### src/rtl/ds_pkg.sv
`default_nettype none
// ============================================================================
// Module      : ds_pkg
// Description : Shared types and constants for the Downscaler configuration
//               scheduler: downscale mode encoding and scheduler FSM states.
// Revision    : 1.0 - initial release
// ============================================================================
package ds_pkg;

    typedef enum logic [2:0] {
        DS_BYPASS = 3'd0,
        DS_SUB2   = 3'd1,
        DS_SUB3   = 3'd2,
        DS_AVG2   = 3'd3,
        DS_AVG3   = 3'd4,
        DS_CROSS3 = 3'd5
    } ds_mode_e;

    // Highest legal mode code; anything above is rejected at the handshake.
    localparam logic [2:0] DS_MODE_MAX = 3'd5;

    typedef enum logic [1:0] {
        IDLE  = 2'd0,
        PEND  = 2'd1,
        APPLY = 2'd2
    } cfg_state_e;

    function automatic logic mode_is_legal(input logic [2:0] mode);
        return (mode <= DS_MODE_MAX);
    endfunction

endpackage
`default_nettype wire

### src/rtl/sync_edge_det.sv
`default_nettype none
// ============================================================================
// Module      : sync_edge_det
// Description : Polarity-normalising edge detector. The input is XORed with
//               POL so that 1 always means "active", delayed by one flop,
//               and rise/fall pulses are produced combinationally in the
//               cycle the normalised level first changes.
// Ports       : clk     - clock
//               rst     - synchronous active-high reset
//               i_sig   - raw input level
//               o_rise  - normalised level went 0 -> 1 this cycle
//               o_fall  - normalised level went 1 -> 0 this cycle
// Revision    : 1.0 - initial release
// ============================================================================
module sync_edge_det #(
    parameter logic POL = 1'b0
) (
    input  logic clk,
    input  logic rst,
    input  logic i_sig,
    output logic o_rise,
    output logic o_fall
);

    logic w_level;
    logic r_level_d;

    assign w_level = i_sig ^ POL;

    always_ff @(posedge clk) begin
        if (rst) begin
            r_level_d <= 1'b0;
        end else begin
            r_level_d <= w_level;
        end
    end

    assign o_rise =  w_level & ~r_level_d;
    assign o_fall = ~w_level &  r_level_d;

endmodule
`default_nettype wire

### src/rtl/ds_cfg_scheduler.sv
`default_nettype none
// ============================================================================
// Module      : ds_cfg_scheduler
// Description : Frame-synchronous configuration scheduler. Mode/gray requests
//               are accepted over valid/ready, held in shadow registers and
//               committed to the Downscaler only on a vsync leading edge.
//               Also counts frames and active lines and flags frames whose
//               line count differs from VACT.
// Ports       : clk, rst               - clock, synchronous active-high reset
//               i_vsync, i_de          - video timing (vsync polarity VSYNC_POL)
//               i_cfg_valid/o_cfg_ready- request handshake
//               i_cfg_mode, i_cfg_gray - requested mode / gray flag
//               i_err_clr              - clears o_frame_err
//               o_ds_mode, o_is_gray   - committed configuration
//               o_apply                - 1-cycle commit pulse
//               o_pending              - request waiting for next vsync
//               o_cfg_rej              - 1-cycle pulse for an illegal mode
//               o_frame_cnt            - frames seen since reset (wraps)
//               o_frame_err            - sticky line-count mismatch flag
// Revision    : 1.0 - initial release
// ============================================================================
module ds_cfg_scheduler
    import ds_pkg::*;
#(
    parameter int VACT      = 4,
    parameter int VSYNC_POL = 0,
    parameter int FCNT_W    = 16,
    parameter int LCNT_W    = 12
) (
    input  logic              clk,
    input  logic              rst,
    input  logic              i_vsync,
    input  logic              i_de,
    input  logic              i_cfg_valid,
    output logic              o_cfg_ready,
    input  logic [2:0]        i_cfg_mode,
    input  logic              i_cfg_gray,
    input  logic              i_err_clr,
    output logic [2:0]        o_ds_mode,
    output logic              o_is_gray,
    output logic              o_apply,
    output logic              o_pending,
    output logic              o_cfg_rej,
    output logic [FCNT_W-1:0] o_frame_cnt,
    output logic              o_frame_err
);

    localparam logic [LCNT_W-1:0] c_vact     = LCNT_W'(VACT);
    localparam logic [LCNT_W-1:0] c_lcnt_max = '1;

    logic              w_vs_edge;
    logic              w_vs_fall;
    logic              w_de_rise;
    logic              w_de_fall;
    logic              w_unused_edges;

    cfg_state_e        r_state;
    logic [2:0]        r_shadow_mode;
    logic              r_shadow_gray;
    logic [LCNT_W-1:0] r_lcnt;

    sync_edge_det #(
        .POL (VSYNC_POL != 0)
    ) u_vs_edge (
        .clk    (clk),
        .rst    (rst),
        .i_sig  (i_vsync),
        .o_rise (w_vs_edge),
        .o_fall (w_vs_fall)
    );

    sync_edge_det #(
        .POL (1'b0)
    ) u_de_edge (
        .clk    (clk),
        .rst    (rst),
        .i_sig  (i_de),
        .o_rise (w_de_rise),
        .o_fall (w_de_fall)
    );

    assign w_unused_edges = w_vs_fall ^ w_de_rise;

    // Request FSM. o_cfg_ready is kept registered and always equals
    // (r_state == IDLE). Only PEND reacts to the vsync edge, so a request
    // accepted in IDLE on the very edge cycle waits for the next frame.
    always_ff @(posedge clk) begin
        if (rst) begin
            r_state       <= IDLE;
            r_shadow_mode <= DS_BYPASS;
            r_shadow_gray <= 1'b0;
            o_cfg_ready   <= 1'b1;
            o_pending     <= 1'b0;
            o_apply       <= 1'b0;
            o_cfg_rej     <= 1'b0;
            o_ds_mode     <= DS_BYPASS;
            o_is_gray     <= 1'b0;
        end else begin
            o_apply   <= 1'b0;
            o_cfg_rej <= 1'b0;
            case (r_state)
                IDLE: begin
                    if (i_cfg_valid && o_cfg_ready) begin
                        if (!mode_is_legal(i_cfg_mode)) begin
                            o_cfg_rej <= 1'b1;
                        end else begin
                            r_shadow_mode <= i_cfg_mode;
                            r_shadow_gray <= i_cfg_gray;
                            r_state       <= PEND;
                            o_pending     <= 1'b1;
                            o_cfg_ready   <= 1'b0;
                        end
                    end
                end
                PEND: begin
                    if (w_vs_edge) begin
                        o_ds_mode <= r_shadow_mode;
                        o_is_gray <= r_shadow_gray;
                        o_apply   <= 1'b1;
                        o_pending <= 1'b0;
                        r_state   <= APPLY;
                    end
                end
                APPLY: begin
                    r_state     <= IDLE;
                    o_cfg_ready <= 1'b1;
                end
                default: begin
                    r_state     <= IDLE;
                    o_cfg_ready <= 1'b1;
                    o_pending   <= 1'b0;
                end
            endcase
        end
    end

    // Frame/line accounting. The check runs on the pre-clear line count;
    // frame 0 after reset has no complete previous frame, so it only primes.
    always_ff @(posedge clk) begin
        if (rst) begin
            r_lcnt      <= '0;
            o_frame_cnt <= '0;
            o_frame_err <= 1'b0;
        end else begin
            if (w_vs_edge) begin
                r_lcnt      <= '0;
                o_frame_cnt <= o_frame_cnt + 1'b1;
            end else if (w_de_fall && (r_lcnt != c_lcnt_max)) begin
                r_lcnt <= r_lcnt + 1'b1;
            end

            if (w_vs_edge && (o_frame_cnt != '0) && (r_lcnt != c_vact)) begin
                o_frame_err <= 1'b1;
            end else if (i_err_clr) begin
                o_frame_err <= 1'b0;
            end
        end
    end

endmodule
`default_nettype wire

### config.mk
export PLATFORM = sky130hd
export DESIGN_NAME = ds_cfg_scheduler
export DESIGN_NICKNAME = d
export VERILOG_FILES = /design/src/rtl/ds_pkg.sv /design/src/rtl/sync_edge_det.sv /design/src/rtl/ds_cfg_scheduler.sv
export SDC_FILE = /design/constraint.sdc
export NUM_CORES = 1
export LEC_CHECK = 0
export ABC_AREA = 0
export BUFFER_PORTS_ARGS = -buffer_cell sky130_fd_sc_hd__buf_2
export CORE_AREA = 2 2 69 71
export DETAILED_ROUTE_END_ITERATION = 12
export DIE_AREA = 0 0 71 73
export PLACE_DENSITY = 0.81
export SKIP_CTS_REPAIR_TIMING = 1
export SLEW_MARGIN = 30
export SYNTH_ARGS = -nofsm -noshare
export SYNTH_HDL_FRONTEND = slang
export SYNTH_HIERARCHICAL = 1
export SYNTH_SLANG_ARGS = --single-unit
### constraint.sdc
create_clock -name clk -period 1.7 [get_ports clk]
set_input_delay 0.425 -clock clk [delete_from_list [all_inputs] [get_ports clk]]
set_output_delay 0.425 -clock clk [all_outputs]
set_load 0.01 [all_outputs]
==> qor.txt <==
I/O pin cnt - 35
Gr ovfl total - 0
Final Skew - 0.00867 ns
Post-Route WL - 4.16 mm
Slowest cell on the critical path - nor4_1
Max Fanout on Critical Path - 6
Syn Area/Cell - 9.05 um2
GR Util All Layers - 16.4%
Area growth syn-to-layout - 20.5%
CTS Buf Count - 5
Die area - 5180 um2
Initial drt markers - 83
Worst hold slack - 0.344 ns
CP required - 1.89 ns
Final non-filler cell total - 321
WL/cell - 13.0 um
Peak supply drop - 702 uV
Vias per Instance - 5.46
CTS clk-pin slew, worst paths - 0.09 ns
Max incr delay on CP - 0.43 ns
WS Path Type - register to register
Htree depth - 2
Slew Limit Fails - 0
Worst path cell trace - nor2b_2, nand4_1, nor4_1, xnor2_1, nor2_1
Flop pwr share - 52.6%
Synth warnings - 6
Die Y - 73 um
Crit. End Element - register
Initial antenna violation count - 0
Cells after DPL - 313
CP bufs+invs - 0
Net Sw Frac - 23.6%
Ant. Diodes - 0
Crit path time final - 1.61 ns
CP Launch Type - register
Hold_sp - i_de
Crit Reg-Reg Startpoint - u_vs_edge/r_level_d$_SDFF_PP0_
# DRC - 0
Hold Fails Final Rpt - 0
Clk network pwr share - 40.3%
P_int - 0.00160 W
Die width - 71 um
Buffers on Ports - 34
Initial Util - 44.7%
Nets - 280
Row cnt - 25
Fillers - 401
Reg2Reg Capture Point - o_frame_cnt[11]$_SDFFE_PP0P_
Fmax - 0.621 GHz
Gate Count Post-Synth - 224
Root Driver - clkbuf_8
Leak Pwr - 0.989 nW
Largest net degree at the start of global routing - 23
Vias in the first global route - 1509
Setup_tns - 0 ns
Worst hold endpoint - u_de_edge/r_level_d$_SDFF_PP0_
CTS tree - built
Worst-Margin Slew - 0.427 ns
ANT nets after route - 0
Max_slew headroom - 71.3%
Worst r2r path cells - 5
Layout cell share with drive strength beyond 1 - 24.3%
Synthesized area - 2030 um2
Clk_lat worst skew - 0.31 ns
Worst path arrival time - 1.80 ns
First-pass GRT wire length - 6.78 mm
Status - completed
Clk buf depth - 2
Combinational share of power - 7.1%
Tcrit/Tclk final - 94.7%
Max_cap viols - 0
Worst Hold Depth - 2
Vias - 1752
Pwr dens - 857 nW/um2
Post-DP HPWL - 2.92 mm
Setup Viol. Count Final - 0
Core area - 4540 um2
Drt pass-1 iters - 4
Hold WC Path Type - input port to register
Worst path top cell family by delay - simple AND/OR/NAND/NOR gates
Syn Nets - 238
Gpl congestion - 0.839
FF-to-FF setup slack - 0.09 ns
Psw - 0.000494 W
CTS sink count - 45
stage by stage:
step                power (W)  setup WS (ns)  util [%]  cell area (um2)
floorplan             0.00122         0.0561         -             2030
global placement      0.00127         -0.138      50.8             2300
detailed placement    0.00127         -0.194      50.8             2300
CTS                   0.00211        0.00656      53.4             2420
global route          0.00216        -0.0364      53.8             2440
finish                0.00209         0.0901      53.8             2440
layer usage:
| metal | GRT usage, % | share of wire, % | vias up |
|---|---|---|---|
| met4 | 8.60 | 1.6 | 0 |
| met3 | 3.45 | 4.9 | 6 |
| met5 | 0 | 0 | - |
| met1 | 20.5 | 45 | 827 |
| met2 | 26.7 | 49 | 40 |
| li1 | - | - | 879 |
worst register-to-register path, delay by kind of cell (launching register included):
family / cells / cell delay [ns]
DFF: 1 / 0.32
and+or+nand+nor: 4 / 1.02
xor gates and xnor gates: 1 / 0.16
registers in the layout, indices dropped and copies added, names as in the netlist:
signal	flops
r_state	2
o_pending	1
o_is_gray	1
o_frame_err	1
o_ds_mode	3
u_de_edge/r_level_d	1
o_frame_cnt	16
u_vs_edge/r_level_d	1
o_cfg_rej	1
r_shadow_gray	1
r_lcnt	12
r_shadow_mode	3
o_cfg_ready	1
o_apply	1
power by group through the flow:
stage	sequential [W]	clock [W]	combinational [W]
floorplan	0.00113	0	0.0000902
global placement	0.00112	0	0.000146
detailed placement	0.00113	0	0.000149
CTS	0.00110	0.000862	0.000150
global route	0.00111	0.000890	0.000166
finish	0.00110	0.000844	0.000148
placed cells by master, fill, tap and decap left out, drive strengths merged, types with 3 or more instances in the layout:
cell	n
nor4b	3
or3	4
nand3	8
nor2b	4
a211oi	4
a21oi	7
clkbuf	5
inv	10
mux2i	9
buf	46
nand2	12
nand2b	3
nor2	33
ha	4
nor3	6
xor2	5
xnor2	11
nor4	9
o21ai	5
dfxtp	45
nand4	11
worst max path at each step:
stage                                   start                      endpoint  depth (start not counted)
6_report       u_vs_edge/r_level_d$_SDFF_PP0_  o_frame_cnt[11]$_SDFFE_PP0P_                          5
2_1_floorplan                            i_de        r_lcnt[9]$_SDFFE_PP0P_                          5
5_1_grt        u_vs_edge/r_level_d$_SDFF_PP0_  o_frame_cnt[11]$_SDFFE_PP0P_                          5
4_1_cts        u_vs_edge/r_level_d$_SDFF_PP0_  o_frame_cnt[12]$_SDFFE_PP0P_                          5
3_3_place_gp                          i_vsync  o_frame_cnt[12]$_SDFFE_PP0P_                          6
3_5_place_dp                          i_vsync  o_frame_cnt[14]$_SDFFE_PP0P_                          6
layout make-up:
| type | instances | area (um2) | share of cell area, % |
|---|---|---|---|
| tap | 54 | 67.6 | 2.77 |
| inverter | 8 | 30.0 | 1.23 |
| sequential | 45 | 901 | 36.9 |
| clock buffer | 5 | 68.8 | 2.82 |
| timing repair buffer | 46 | 260 | 10.7 |
| multi-input combinational | 160 | 1070 | 43.7 |
| clock inverter | 3 | 47.5 | 1.95 |
Power figures use the tool's default switching activity.
